<file path="config.mk">
export PLATFORM = sky130hd
export DESIGN_NAME = uart_rx_frame
export DESIGN_NICKNAME = d
export VERILOG_FILES = /design/src/rtl/uart_pkg.sv /design/src/rtl/uart_bit_timer.sv /design/src/rtl/uart_rx_frame.sv
export SDC_FILE = /design/constraint.sdc
export NUM_CORES = 1
export LEC_CHECK = 0
export ABC_AREA = 1
export BUFFER_PORTS_ARGS = -buffer_cell sky130_fd_sc_hd__buf_2
export CAP_MARGIN = 20
export CORE_ASPECT_RATIO = 1.1
export CORE_MARGIN = 4
export CORE_UTILIZATION = 50
export DETAILED_ROUTE_END_ITERATION = 10
export HOLD_SLACK_MARGIN = 0.12
export PLACE_DENSITY = 0.69
export SYNTH_ARGS = -nofsm -noshare
export SYNTH_HDL_FRONTEND = slang
export SYNTH_SLANG_ARGS = --single-unit
</file>
<file path="constraint.sdc">
create_clock -name clk -period 2 [get_ports clk]
set_input_delay 0.6 -clock clk [delete_from_list [all_inputs] [get_ports clk]]
set_output_delay 0.6 -clock clk [all_outputs]
set_load 0.05 [all_outputs]
</file>
<file path="src/rtl/uart_pkg.sv">
// Shared types and helpers for the parametrised UART receiver.
// Optional build macro used by the receiver: UART_RX_MAJORITY_EN.
package uart_pkg;

  typedef enum logic [2:0] {
    IDLE,
    START,
    DATA,
    PARITY,
    STOP,
    WAIT_IDLE
  } rx_state_t;

  localparam int PARITY_NONE = 0;
  localparam int PARITY_EVEN = 1;
  localparam int PARITY_ODD  = 2;

  // Widest supported data word.
  localparam int MAX_DATA_BITS = 9;

  // Expected parity bit for a data word. Unused upper bits must be zero.
  function automatic logic par_calc(input logic [MAX_DATA_BITS-1:0] bits, input int mode);
    case (mode)
      PARITY_EVEN: return ^bits;
      PARITY_ODD:  return ~^bits;
      default:     return 1'b0;
    endcase
  endfunction

endpackage

</file>
<file path="src/rtl/uart_bit_timer.sv">
// Bit-period counter and sample strobe for the UART receiver.
// With UART_RX_MAJORITY_EN defined, each sample is a 2-of-3 vote over
// cnt = mid-1, mid, mid+1 and the strobe fires at mid+1; otherwise a single
// sample is taken at mid.
module uart_bit_timer #(
  parameter int CLKS_PER_BIT = 16
) (
  input  logic clk,
  input  logic reset,
  input  logic clear,
  input  logic enable,
  input  logic rx_s,
  output logic sample_en,
  output logic sample_val
);

  localparam int CNT_W = (CLKS_PER_BIT > 1) ? $clog2(CLKS_PER_BIT) : 1;
  localparam int MID   = CLKS_PER_BIT / 2;

  localparam logic [CNT_W-1:0] CNT_LAST = CNT_W'(CLKS_PER_BIT - 1);
  localparam logic [CNT_W-1:0] CNT_MID  = CNT_W'(MID);

  logic [CNT_W-1:0] cnt;

  // Free-running bit-period counter; held at zero while the receiver is idle.
  always_ff @(posedge clk or negedge reset) begin
    if (!reset) begin
      cnt <= '0;
    end else if (clear) begin
      cnt <= '0;
    end else if (enable) begin
      cnt <= (cnt == CNT_LAST) ? '0 : cnt + CNT_W'(1);
    end
  end

`ifdef UART_RX_MAJORITY_EN
  localparam logic [CNT_W-1:0] CNT_PRE  = CNT_W'(MID - 1);
  localparam logic [CNT_W-1:0] CNT_POST = CNT_W'(MID + 1);

  logic s_pre;
  logic s_mid;

  // Capture the two early votes; the third is rx_s live at mid+1.
  always_ff @(posedge clk or negedge reset) begin
    if (!reset) begin
      s_pre <= 1'b1;
      s_mid <= 1'b1;
    end else if (enable) begin
      if (cnt == CNT_PRE) s_pre <= rx_s;
      if (cnt == CNT_MID) s_mid <= rx_s;
    end
  end

  assign sample_en  = enable && (cnt == CNT_POST);
  assign sample_val = (s_pre & s_mid) | (s_pre & rx_s) | (s_mid & rx_s);
`else
  assign sample_en  = enable && (cnt == CNT_MID);
  assign sample_val = rx_s;
`endif

endmodule

</file>
<file path="src/rtl/uart_rx_frame.sv">
// Parametrised UART receiver: synchroniser, false-start rejection, optional
// parity, 1 or 2 stop bits, framing/parity flags and a valid/ready output
// with overrun reporting.
// Optional build macro: UART_RX_MAJORITY_EN (3-sample majority vote per bit).
module uart_rx_frame
  import uart_pkg::*;
#(
  parameter int CLKS_PER_BIT = 16,
  parameter int DATA_BITS    = 8,
  parameter int PARITY_MODE  = 0,
  parameter int STOP_BITS    = 1
) (
  input  logic                 clk,
  input  logic                 reset,
  input  logic                 rx,
  output logic [DATA_BITS-1:0] data,
  output logic                 valid,
  input  logic                 ready,
  output logic                 parity_err,
  output logic                 frame_err,
  output logic                 overrun,
  output logic                 busy
);

`ifdef UART_RX_MAJORITY_EN
  localparam int MIN_CPB = 8;
`else
  localparam int MIN_CPB = 4;
`endif

  if (CLKS_PER_BIT < MIN_CPB) begin : g_bad_cpb
    $error("uart_rx_frame: CLKS_PER_BIT %0d below minimum %0d", CLKS_PER_BIT, MIN_CPB);
  end
  if (DATA_BITS < 5 || DATA_BITS > MAX_DATA_BITS) begin : g_bad_data_bits
    $error("uart_rx_frame: DATA_BITS %0d outside 5..9", DATA_BITS);
  end
  if (PARITY_MODE < PARITY_NONE || PARITY_MODE > PARITY_ODD) begin : g_bad_parity
    $error("uart_rx_frame: PARITY_MODE %0d is not 0, 1 or 2", PARITY_MODE);
  end
  if (STOP_BITS < 1 || STOP_BITS > 2) begin : g_bad_stop
    $error("uart_rx_frame: STOP_BITS %0d is not 1 or 2", STOP_BITS);
  end

  localparam int IDX_W = $clog2(MAX_DATA_BITS);
  localparam logic [IDX_W-1:0] IDX_LAST_DATA = IDX_W'(DATA_BITS - 1);
  localparam logic [IDX_W-1:0] IDX_LAST_STOP = IDX_W'(STOP_BITS - 1);

  rx_state_t            state;
  logic [IDX_W-1:0]     idx;
  logic [DATA_BITS-1:0] shreg;
  logic                 perr_pend;
  logic                 ferr_pend;
  logic                 rx_meta;
  logic                 rx_s;
  logic                 sample_en;
  logic                 sample_val;

  // Two-flop synchroniser for the asynchronous line.
  // NOTE: these flops reset to the idle-high level so leaving reset never looks like a start bit.
  always_ff @(posedge clk or negedge reset) begin
    if (!reset) begin
      rx_meta <= 1'b1;
      rx_s    <= 1'b1;
    end else begin
      rx_meta <= rx;
      rx_s    <= rx_meta;
    end
  end

  uart_bit_timer #(
    .CLKS_PER_BIT(CLKS_PER_BIT)
  ) u_bit_timer (
    .clk       (clk),
    .reset     (reset),
    .clear     (state == IDLE),
    .enable    (state != IDLE),
    .rx_s      (rx_s),
    .sample_en (sample_en),
    .sample_val(sample_val)
  );

  // Frame FSM, shift register and registered output handshake.
  // NOTE: non-blocking assignments throughout, so every read sees the pre-edge value
  // and later assignments in the block (frame load) cleanly override earlier defaults (accept).
  always_ff @(posedge clk or negedge reset) begin
    if (!reset) begin
      state      <= IDLE;
      idx        <= '0;
      shreg      <= '0;
      perr_pend  <= 1'b0;
      ferr_pend  <= 1'b0;
      data       <= '0;
      valid      <= 1'b0;
      parity_err <= 1'b0;
      frame_err  <= 1'b0;
      overrun    <= 1'b0;
    end else begin
      overrun <= 1'b0;
      if (valid && ready) valid <= 1'b0;

      case (state)
        IDLE: begin
          if (!rx_s) state <= START;
        end

        START: begin
          if (sample_en) begin
            if (sample_val) begin
              state <= IDLE;
            end else begin
              state     <= DATA;
              idx       <= '0;
              perr_pend <= 1'b0;
              ferr_pend <= 1'b0;
            end
          end
        end

        DATA: begin
          if (sample_en) begin
            shreg <= {sample_val, shreg[DATA_BITS-1:1]};
            if (idx == IDX_LAST_DATA) begin
              idx   <= '0;
              state <= (PARITY_MODE != PARITY_NONE) ? PARITY : STOP;
            end else begin
              idx <= idx + IDX_W'(1);
            end
          end
        end

        PARITY: begin
          if (sample_en) begin
            perr_pend <= (sample_val != par_calc(MAX_DATA_BITS'(shreg), PARITY_MODE));
            state     <= STOP;
          end
        end

        STOP: begin
          if (sample_en) begin
            if (idx == IDX_LAST_STOP) begin
              idx   <= '0;
              state <= (ferr_pend || !sample_val) ? WAIT_IDLE : IDLE;
              if (!valid || ready) begin
                data       <= shreg;
                parity_err <= perr_pend;
                frame_err  <= ferr_pend || !sample_val;
                valid      <= 1'b1;
              end else begin
                overrun <= 1'b1;
              end
            end else begin
              idx <= idx + IDX_W'(1);
              if (!sample_val) ferr_pend <= 1'b1;
            end
          end
        end

        WAIT_IDLE: begin
          if (rx_s) state <= IDLE;
        end

        default: state <= IDLE;
      endcase
    end
  end

  assign busy = (state != IDLE);

endmodule

</file>
Word-level counts from Yosys, hierarchy flattened
Index checks and enable logic that the tools add are counted.
{ "classes": {"n_div": 0, "bitwise": 0, "magnitude_cmp": 0, "n_shift": 0, "eq_ne": 20, "reduce_logical": 19, "add_sub_neg": 2, "mul": 0, "mux": 40} }
{ "op_table": {"columns": ["op", "n"], "rows": [
  ["$mux 4", 9],
  ["$mux 3", 9],
  ["$ne 2x2->1 const B", 11],
  ["$pmux 3 s6", 1],
  ["$mux 1", 17],
  ["$pmux 4 s3", 1],
  ["$add 4x1->4 const B", 2],
  ["$eq 4x4->1 const B", 2],
  ["$reduce_and 4->1", 2],
  ["$reduce_and 8->1", 1],
  ["$eq 3x2->1 const B", 2],
  ["$eq 3x3->1 const B", 2],
  ["$reduce_and 6->1", 1],
  ["$reduce_bool 2->1", 3],
  ["$reduce_bool 3->1", 2],
  ["$reduce_and 5->1", 1],
  ["$eq 4x3->1 const B", 1],
  ["$logic_not 4->1", 1],
  ["$pmux 1 s2", 2],
  ["$eq 3x1->1 const B", 1],
  ["$logic_not 3->1", 1],
  ["$logic_and 1x1->1", 2],
  ["$logic_not 1->1", 2],
  ["$logic_or 1x1->1", 2],
  ["other kinds (3)", 3]
]} }
{ "word_totals": {"word_cells": 94, "mem_count": 0, "out_inout_bits": 13, "reg_bits": 35, "mem_bits_rw": 0, "latch_bits": 0, "rom_bits": 0} }

Depth between registers and ports, before layout
Gate-level depths: netlist (run 1).
{ "logic_depth": {"depth_word": 7, "depth_mapped": 10, "ltp_nobuf": 10} }

Cells and area by module
A second synthesis (run 1) with hierarchy kept.
{ "unflattened": {"cells_unflattened": 214, "area_unflattened_um2": 1767.9} }
{ "by_module_without_submodules": {"columns": ["module", "seq_area_each_um2", "cells_per_inst", "area_per_inst_um2", "instances"], "rows": [
  ["uart_rx_frame", 778.2, 183, 1511.4, 1],
  ["uart_bit_timer", 100.1, 31, 256.5, 1]
]} }

Worst setup path before layout (run 1)
Ideal clock, no wire load.
{ "synth_path": {"path_kind": "flip-flop to flip-flop", "start": "register u_bit_timer.cnt[0]", "end": "register frame_err", "path_buffers": 1, "setup_ns": 0.123, "arrival_time_ns": 1.347, "synth_period_minus_slack_ns": 1.469, "path_slack_ns": 0.531, "path_stages_with_launch": 11, "cell_sequence": "dfrtp_1 inv_1 ha_1 inv_1 nor2_1 nand2_4 nor2_4 nand3_2 buf_6 nand2_2 o21ai_2"} }
{ "synth_via": {"elab_chain_len": 3} }
{ "synth_lines": {"columns": ["item", "line", "text"], "rows": [
  ["start: declaration", "uart_bit_timer.sv:23", "logic [CNT_W-1:0] cnt;"],
  ["start signal: assignment", "uart_bit_timer.sv:32", "cnt <= (cnt == CNT_LAST) ? '0 : cnt + CNT_W'(1);"],
  ["$eq 4x4->1", "uart_bit_timer.sv:57", "assign sample_en = enable && (cnt == CNT_MID);"],
  ["$logic_and 1x1->1", "uart_bit_timer.sv:57", null],
  ["$reduce_and 4->1 (no source line)", null, null],
  ["end signal: assignment", "uart_rx_frame.sv:146", "frame_err <= ferr_pend || !sample_val;"],
  ["end: declaration", "uart_rx_frame.sv:20", "output logic frame_err,"]
]} }
Every way passes these cells.
A chain may end at the register's enable or synchronous reset.

Worst setup path after layout (run 1)
{ "layout_path": {"start": "register state[1]", "end": "output port busy"} }
{ "layout_via": {"elab_chain_len": 1} }
{ "layout_lines": {"columns": ["item", "line", "text"], "rows": [
  ["start: declaration", "uart_rx_frame.sv:48", "rx_state_t state;"],
  ["start signal: assignment", "uart_rx_frame.sv:124", "state <= (PARITY_MODE != PARITY_NONE) ? PARITY : STOP;"],
  ["start signal: assignment", "uart_rx_frame.sv:142", "state <= (ferr_pend || !sample_val) ? WAIT_IDLE : IDLE;"],
  ["$reduce_bool 3->1", "uart_rx_frame.sv:167", "assign busy = (state != IDLE);"],
  ["end: declaration", "uart_rx_frame.sv:22", "output logic busy"]
]} }
Every way passes these cells.

==> flow_summary.ini, run 1 <==
[timing]
max_freq_mhz = 515
layout_setup_ws_ps = 57.2
fin_setup_tns_ps = 0
clock_skew_ps = 6.79
relSlewSlack = 0.761
setup_viol = 0
worstMarginPinSlew_ps = 357
rsz0062_at_grt = no
finalHoldViolations = 0
slew_viol_final = 0
min_period_over_period = 0.971
post-route-min-period_ps = 1940

[floorplan]
row_count = 22
start_util = 0.517
die_w_um = 64.0
ios = 17
core_sq_mm = 0.00333
die-area_sq_mm = 0.00445
die_h_um = 69.6

[clock_network]
path_clk_slew_ps = 100
cts.sinks = 35
cts_tree = yes
numCtsBuffers = 5
clock_path_buffers = 2
clockRootBuffer = clkbuf_4
htreeDepth = 2
ctsHoldBuffers = 0
insertion_delay_ps = 340

[layout]
drive_above_1_share = 0.310
diodes = 0
syn2layout_area_growth_pct = 11.3
final_util = 0.576
final_cells = 261
fillCellCount = 333
final_nets = 220

[routing]
drt_iter0_markers = 51
antenna_left = 0
via_per_inst = 4.87
wl_per_cell_um = 11.9
wl_mm = 3.11
firstDrtPassIters = 4
vias = 1270
remaining_drc_errors = 0

[power]
leakage_nw = 0.965
power_density_mw_per_mm2 = 796
ir_worst_vdd_mv = 0.506

[synth]
syn-cell-area_sq_mm = 0.00172
synth.distinct_cells = 21
synth-seq-cells = 35
synth_area_per_cell_sq_um = 9.07
yosysWarningCount = 0
synthCells = 190
yosysSeqAreaShare = 0.510
synth_nets = 198

[placed_design]
place.gp.congestion = 0.860
dp.cells = 253
pre_cts_slack_ps = 339
hpwlAfterDp_mm = 2.27
numPortBuffers = 16

[global_route]
gr-total-overflow = 0
met1_usage = 0.192
met3_usage = 0.0502
grt_pass1_vias = 1266
grt_pass1_wl_mm = 5.57
use_met2 = 0.256
grt_start_max_net_pins = 36
antenna_found_initial = 0
globalRouteTotalUtil = 0.158
busiest_layer = met2

[critical_path]
r2r-start = u_bit_timer.cnt[0]
required_ps = 1400
startpoint = state[1]
cp.arrival_ps = 1340
crit_type = register to output port
reg2reg_depth = 10
end_kind = output port
crit_path_start_kind = register
critPathMaxFanout = 5

[worst_hold_path]
min_path_type = input port to asynchronous set/reset pin

[run_status]
status = completed

[run]
cap_violations = 0
## layout by cell type, fill, tap and decap left out
| cell | Yosys | final |
|---|---|---|
| nand3_1 | 11 | 11 |
| clkbuf_1 | 0 | 1 |
| clkbuf_8 | 0 | 1 |
| inv_2 | 3 | 3 |
| nand2_1 | 39 | 39 |
| o21ai_2 | 10 | 10 |
| dfrtp_2 | 0 | 1 |
| a21oi_1 | 2 | 2 |
| nand3_2 | 4 | 4 |
| nor2_1 | 14 | 14 |
| o21ai_1 | 10 | 10 |
| nor3_1 | 2 | 2 |
| inv_1 | 23 | 23 |
| xor2_1 | 2 | 2 |
| buf_4 | 0 | 1 |
| dfrtp_1 | 33 | 32 |
| nor2_4 | 3 | 3 |
| clkbuf_4 | 0 | 5 |
| dfstp_2 | 2 | 2 |
| nand2_4 | 2 | 2 |
| a21boi_0 | 1 | 1 |
| buf_2 | 0 | 16 |
| buf_12 | 0 | 1 |
| nand2_2 | 15 | 15 |
| o21ai_0 | 6 | 6 |
| nor2_2 | 1 | 1 |
| ha_1 | 4 | 4 |
| clkinv_2 | 0 | 1 |
## routing by layer
metal | vias up | routed length, um | part of all wire
met3 | 8 | 147 | 0.047
li1 | 642 | - | -
met2 | 22 | 1500 | 0.48
met4 | 0 | 57 | 0.018
met1 | 598 | 1410 | 0.45
met5 | - | 0 | 0
## through the flow
stage / hold WS [ps] / total power [W] / area, sq um
2_1_floorplan: 304 / 0.00105 / 1720
3_3_place_gp: 346 / 0.00112 / 1860
3_5_place_dp: 349 / 0.00114 / 1860
4_1_cts: 201 / 0.00155 / 1920
5_1_grt: 212 / 0.00162 / 1920
6_report: 205 / 0.00153 / 1920
## logic make-up after synthesis
logic type,after synthesis,share of synthesized area
XOR/XNOR,2,0.0102
AND/OR/NAND/NOR,91,0.267
adder cells (fa/ha/maj),4,0.0290
AO/OA/AOI/OAI,29,0.107
buffers and inverters,29,0.0762
flip-flops,35,0.510
## registers in the layout, indices dropped and copies added, names as in the netlist
signal and count:
state 3, parity_err 1, rx_s 1, shreg 8, ferr_pend 1, rx_meta 1, valid 1, frame_err 1
overrun 1, idx 4, data 8, perr_pend 1, u_bit_timer.cnt 4
## cell usage after synthesis
| master | count | share of area |
|---|---|---|
| xor2_1 | 2 | 0.010 |
| nor2_1 | 14 | 0.031 |
| a21boi_0 | 1 | 0.0044 |
| nand2_4 | 2 | 0.013 |
| nor3_1 | 2 | 0.0058 |
| inv_1 | 23 | 0.050 |
| inv_2 | 3 | 0.0065 |
| ha_1 | 4 | 0.029 |
| dfrtp_1 | 33 | 0.48 |
| nand3_2 | 4 | 0.023 |
| dfstp_2 | 2 | 0.031 |
| nor2_4 | 3 | 0.020 |
| nand3_1 | 11 | 0.032 |
| a21oi_1 | 2 | 0.0058 |
| nor2_2 | 1 | 0.0036 |
| o21ai_0 | 6 | 0.017 |
| nand2_1 | 39 | 0.085 |
| o21ai_2 | 10 | 0.051 |
| buf_6 | 3 | 0.020 |
| nand2_2 | 15 | 0.054 |
| o21ai_1 | 10 | 0.029 |
## path summary, 6_finish.rpt
kind | endpoint | slack [ps]
max in group asynchronous | rx_s | 1540
min in group clk | rx_meta | 350
worst min register to register | rx_s | 360
worst min-delay path | data[5] | 210
worst max register to register | data[1] | 330
worst max-delay path | busy | 60
## timing repair
action                     in CTS  in global routing
setup endpoints to repair       0                  1
gates resized for setup         0                  1
buffers inserted                0                  0
## final cells by class
class	count	area (sq um)	area share
Tap cell	48	60.1	0.0313
Multi-Input combinational cell	126	713	0.372
Clock inverter	1	5.00	0.00261
Sequential cell	35	880	0.459
Timing Repair Buffer	18	108	0.0561
Inverter	26	97.6	0.0509
Clock buffer	7	55.1	0.0287
## report_power, final
group / leakage [nW] / internal [W] / switching, W / total, W
clock: 0.0353 / 0.000170 / 0.000228 / 0.000398
combinational: 0.452 / 0.000104 / 0.000225 / 0.000329
sequential: 0.477 / 0.000747 / 0.0000535 / 0.000801
## worst max-delay path: stages (launching register included)
cell,delay (ps)
dfrtp_1,480
nor2_4,200
nand2_2,100
buf_2,220
No activity file was read; power rests on OpenSTA's default activity.
==> inputs of run 2 (changes only) <==
--- a/config.mk
+++ b/config.mk
@@ -10,10 +10,9 @@
 export CAP_MARGIN = 20
 export CORE_ASPECT_RATIO = 1.1
 export CORE_MARGIN = 4
-export CORE_UTILIZATION = 50
+export CORE_UTILIZATION = 45
 export DETAILED_ROUTE_END_ITERATION = 10
 export HOLD_SLACK_MARGIN = 0.12
-export PLACE_DENSITY = 0.69
 export SYNTH_ARGS = -nofsm -noshare
 export SYNTH_HDL_FRONTEND = slang
 export SYNTH_SLANG_ARGS = --single-unit
==> constraint.sdc (replaced) <==
create_clock -name clk -period 2.51 [get_ports clk]
set_input_delay 0.753 -clock clk [delete_from_list [all_inputs] [get_ports clk]]
set_output_delay 0.753 -clock clk [all_outputs]
set_load 0.05 [all_outputs]
==> run 2 against run 1 <==
  * Worst hold slack improved by 160 ps
  * Via count down 1.3%
  * Die area grew 9.7%
  * Sequential cell count unchanged
  * Final area is 0.33% higher
  * Core utilization down 4.9 points
  * First-iteration DRC count grew 51%
  * Worst setup slack better by 430 ps
==> flow_summary.ini, run 2 (synthesis results as in run 1) <==
[routing]
wl_per_cell_um = 11.3
vias = 1253
remaining_drc_errors = 0
via_per_inst = 4.78
firstDrtPassIters = 4
antenna_left = 0
wl_mm = 2.97
drt_iter0_markers = 77

[global_route]
grt_start_max_net_pins = 36
grt_pass1_vias = 1266
globalRouteTotalUtil = 0.148
grt_pass1_wl_mm = 5.42
use_met2 = 0.253
antenna_found_initial = 0
met3_usage = 0.0462
busiest_layer = met2
gr-total-overflow = 0
met1_usage = 0.167

[floorplan]
start_util = 0.471
die-area_sq_mm = 0.00488
die_h_um = 72.9
core_sq_mm = 0.00365
row_count = 23
ios = 17
die_w_um = 67.0

[power]
power_density_mw_per_mm2 = 665
ir_worst_vdd_mv = 0.398
leakage_nw = 0.962

[critical_path]
crit_chain = nor2_4 > nand2_2 > buf_2
slowest_delay_ps = 490
end_kind = output port
crit_path_start_kind = register
reg2reg_to = frame_err
critical_path_buf_inv_count = 1
crit_type = register to output port
r2r_setup_slack_ps = 850
cp.arrival_ps = 1270
reg2reg_depth = 10
slowest_stage = dfrtp_1
critical-path-top-delay-family = flip-flops
required_ps = 1760
critPathMaxFanout = 7
r2r-start = u_bit_timer.cnt[0]

[layout]
layout_commonest_cell = nand2_1
syn2layout_area_growth_pct = 11.7
diodes = 0
final_cell_mix = nand2_1 (39), dfrtp_1 (33), inv_1 (23)
reg_top3 = data: 8 flops, shreg: 8 flops
stdcell_area_sq_mm = 0.00192
drive_above_1_share = 0.302
final_nets = 219
final_util = 0.527
final_cells = 262

[timing]
min_period_over_period = 0.808
max_freq_mhz = 493
post-route-min-period_ps = 2030
relSlewSlack = 0.502
clock_skew_ps = 3.30
worstMarginPinSlew_ps = 747
finalHoldViolations = 0
timing.hold.ws_ps = 360
slew_viol_final = 0
fin_setup_tns_ps = 0
setup_viol = 0
rsz0062_at_grt = no

[placed_design]
numPortBuffers = 16
hpwlAfterDp_mm = 2.17
dp.cells = 254
place.gp.congestion = 0.883
placed_area_sq_mm = 0.00184

[clock_network]
cts.sinks = 35
clock_path_buffers = 2
htreeDepth = 2
ctsResizeCount = 0
path_clk_slew_ps = 70
clockRootBuffer = clkbuf_8
numCtsBuffers = 5
cts_tree = yes
insertion_delay_ps = 280
ctsHoldBuffers = 0
cts_setup_buffers = 0

[worst_hold_path]
min_to = rx_s
hold_depth = 0
hold_start = rx_meta
min_path_type = register to register

[run_status]
status = completed

[run]
cap_violations = 0
==> run 2: cell count changes in the layout (fill, tap and decap cells not counted) <==
cell | previous run | this run
dfrtp_2 | 1 | 0
dfrtp_1 | 32 | 33
clkinvlp_4 | 0 | 1
buf_12 | 1 | 0
clkbuf_8 | 1 | 5
clkbuf_4 | 5 | 0
==> run 2: cell type report <==
class	instances	area, sq um
clock inverter	2	12.5
tap	50	62.6
fill	354	1730
timing repair buffer	17	87.6
clock buffer	6	72.6
sequential	35	878
multi-input combinational	126	713
inverter	26	97.6
==> run 2: report_power, final <==
| group | total (W) | leakage, nW | switching [W] | internal [W] |
|---|---|---|---|---|
| sequential | 0.000635 | 0.478 | 0.0000408 | 0.000594 |
| clock | 0.000388 | 0.0412 | 0.000195 | 0.000194 |
| combinational | 0.000258 | 0.443 | 0.000178 | 0.0000796 |
==> run 2: metal layers <==
layer	share of wire	wire, um
met2	0.48	1420
met4	0.024	70
met5	0	0
met3	0.048	143
met1	0.45	1340
==> run 2: worst max path at each step <==
| stage | startpoint | to | slack (ps) | cells past startpoint |
|---|---|---|---|---|
| finish | state[0] | busy | 480 | 3 |
| CTS | state[0] | busy | 470 | 3 |
| detailed placement | state[0] | busy | 800 | 3 |
| floorplan | state[0] | busy | 940 | 2 |
| global route | state[0] | busy | 420 | 3 |
| global placement | state[0] | busy | 840 | 3 |
==> run 2: metrics by stage <==
step                      worst slack (ps)  total power, W
after floorplan                        941        0.000838
after detailed placement               795        0.000903
final                                  482         0.00128
after CTS                              473         0.00130
after global routing                   416         0.00137
after global placement                 836        0.000898
==> inputs of run 3 (changes only) <==
--- a/config.mk
+++ b/config.mk
@@ -5,7 +5,7 @@
 export SDC_FILE = /design/constraint.sdc
 export NUM_CORES = 1
 export LEC_CHECK = 0
-export ABC_AREA = 1
+export ABC_AREA = 0
 export BUFFER_PORTS_ARGS = -buffer_cell sky130_fd_sc_hd__buf_2
 export CAP_MARGIN = 20
 export CORE_ASPECT_RATIO = 1.1
==> constraint.sdc (replaced) <==
create_clock -name clk -period 2.07 [get_ports clk]
set_input_delay 0.621 -clock clk [delete_from_list [all_inputs] [get_ports clk]]
set_output_delay 0.621 -clock clk [all_outputs]
set_load 0.05 [all_outputs]
==> run 3 against run 2 <==
  * Combinational power up 54%
  * Area after synthesis down 4.9%
  * Die area down 4.4%
  * Sequential share of layout area up 0.58 points
  * Routed wire length down 0.27%
  * Final area down 1.1%
  * Global-route usage up 0.40 points
  * Register-to-register slack worse by 610 ps
  * Clock skew up 13 ps
  * Critical path type unchanged
==> flow_summary.ini, run 3 <==
[run_status]
status = completed

[synth]
synthArstFlopShare = 1.00
synth.distinct_cells = 39
syn-cell-area_sq_mm = 0.00164
synthCells = 133
synth_top_area_cell = dfrtp_1
synth_top_area_frac = 0.504
ys_top_cells_by_count = dfrtp_1 (33), mux2_2 (17), inv_1 (8), nand2_1 (7), nor2_1 (7)
synth_area_per_cell_sq_um = 12.3
synth_nets = 141
synth_ff_type = dfrtp_1
synth_edf_count = 0
synth_most_common_cell = dfrtp_1
synth-seq-cells = 35
yosys-top-cells-area = dfrtp_1 (50%), mux2_2 (12%), dfstp_2 (3.2%)
yosysWarningCount = 0
yosysSeqAreaShare = 0.536

[floorplan]
die_h_um = 71.3
core_sq_mm = 0.00341
start_util = 0.480
row_count = 22
die_w_um = 65.5
ios = 17
die-area_sq_mm = 0.00467

[placed_design]
hpwlAfterDp_mm = 2.12
place.gp.congestion = 0.814
numPortBuffers = 16

[global_route]
gr-total-overflow = 0
antenna_found_initial = 0
grt_start_max_net_pins = 36
grt_pass1_vias = 1136
globalRouteTotalUtil = 0.152
grt_pass1_wl_mm = 5.38

[critical_path]
end_kind = output port
reg2reg_depth = 5
reg2reg_to = state[0]
r2r-start = state[2]
critPathMaxFanout = 5
cp.arrival_ps = 1340
required_ps = 1450
r2r_setup_slack_ps = 240
crit_type = register to output port
crit_path_start_kind = register

[timing]
relSlewSlack = 0.716
fin_setup_tns_ps = 0
max_freq_mhz = 509
finalHoldViolations = 0
rsz0062_at_grt = no
post-route-min-period_ps = 1960
slew_viol_final = 0
clock_skew_ps = 15.9
timing.hold.ws_ps = 279
min_period_over_period = 0.949
setup_viol = 0
worstMarginPinSlew_ps = 423

[routing]
wl_per_cell_um = 14.3
firstDrtPassIters = 4
vias = 1098
via_per_inst = 5.30
antenna_left = 0
drt_iter0_markers = 64
remaining_drc_errors = 0
wl_mm = 2.97

[clock_network]
cts_tree = yes
cts.sinks = 35
clockRootBuffer = clkbuf_4
cts_setup_buffers = 0
clock_path_buffers = 2
path_clk_slew_ps = 110
ctsHoldBuffers = 0
ctsResizeCount = 0
numCtsBuffers = 5
htreeDepth = 2
insertion_delay_ps = 350

[power]
power_density_mw_per_mm2 = 999
leakage_nw = 0.933
ir_worst_vdd_mv = 0.695

[layout]
diodes = 0
final_cell_mix = dfrtp_1 (32), mux2_2 (17), buf_2 (16)
layout_commonest_cell = dfrtp_1
final_nets = 166
final_util = 0.558
syn2layout_area_growth_pct = 16.2
drive_above_1_share = 0.352
reg_top3 = data: 8 flops, shreg: 8 flops

[run]
cap_violations = 0

[worst_hold_path]
min_path_type = input port to asynchronous set/reset pin
## run 3: where the power goes
part / leakage (nW) / switching [W] / internal (W) / total, W
Clock: 0.0525 / 0.000235 / 0.000377 / 0.000611
Sequential: 0.458 / 0.000101 / 0.000791 / 0.000892
Combinational: 0.422 / 0.000203 / 0.000194 / 0.000397
## run 3: through the flow
stage,instances,instance area [sq um],power [W],worst slack (ps)
after floorplan,133,1640,0.00119,178
after global placement,199,1800,0.00128,338
after detailed placement,199,1800,0.00131,281
after CTS,207,1900,0.00192,7.96
after global routing,207,1900,0.00204,21.1
final,207,1900,0.00190,106
## run 3: worst max-delay path by stage
stage	from	endpoint	slack (ps)	depth (start not counted)
6_report	state[2]	busy	110	3
5_1_grt	state[2]	busy	20	3
4_1_cts	state[0]	busy	8	3
3_5_place_dp	idx[0]	state[0]	280	7
3_3_place_gp	idx[0]	state[0]	340	7
2_1_floorplan	state[2]	busy	180	3
## run 3: cells by family after synthesis
group | after synthesis | share of synthesized area
AND/OR/NAND/NOR | 36 | 0.141
flip-flops | 35 | 0.536
AO/OA/AOI/OAI | 24 | 0.111
XOR/XNOR | 2 | 0.0107
buffers and inverters | 12 | 0.0351
multiplexers | 20 | 0.136
adder cells (fa/ha/maj) | 4 | 0.0306
## run 3: final cells by class
| class | instances | area, sq um |
|---|---|---|
| repair buffers | 22 | 125 |
| inverters | 8 | 30.0 |
| flip-flops and latches | 35 | 880 |
| fillers | 318 | 1510 |
| clock inverters | 2 | 60.1 |
| well taps | 48 | 60.1 |
| clock buffers | 6 | 41.3 |
| multi-input cells | 86 | 707 |
## run 3: worst max-delay path: stages, from the launching register on
cell and delay, ps:
dfrtp_1 460, nor3_2 260, inv_1 60, buf_2 210
## run 3: metal layers
layer | global-route usage | wire, um
met3 | 0.0580 | 139
met1 | 0.189 | 1330
met4 | 0.0737 | 56
met2 | 0.233 | 1440
met5 | 0 | 0
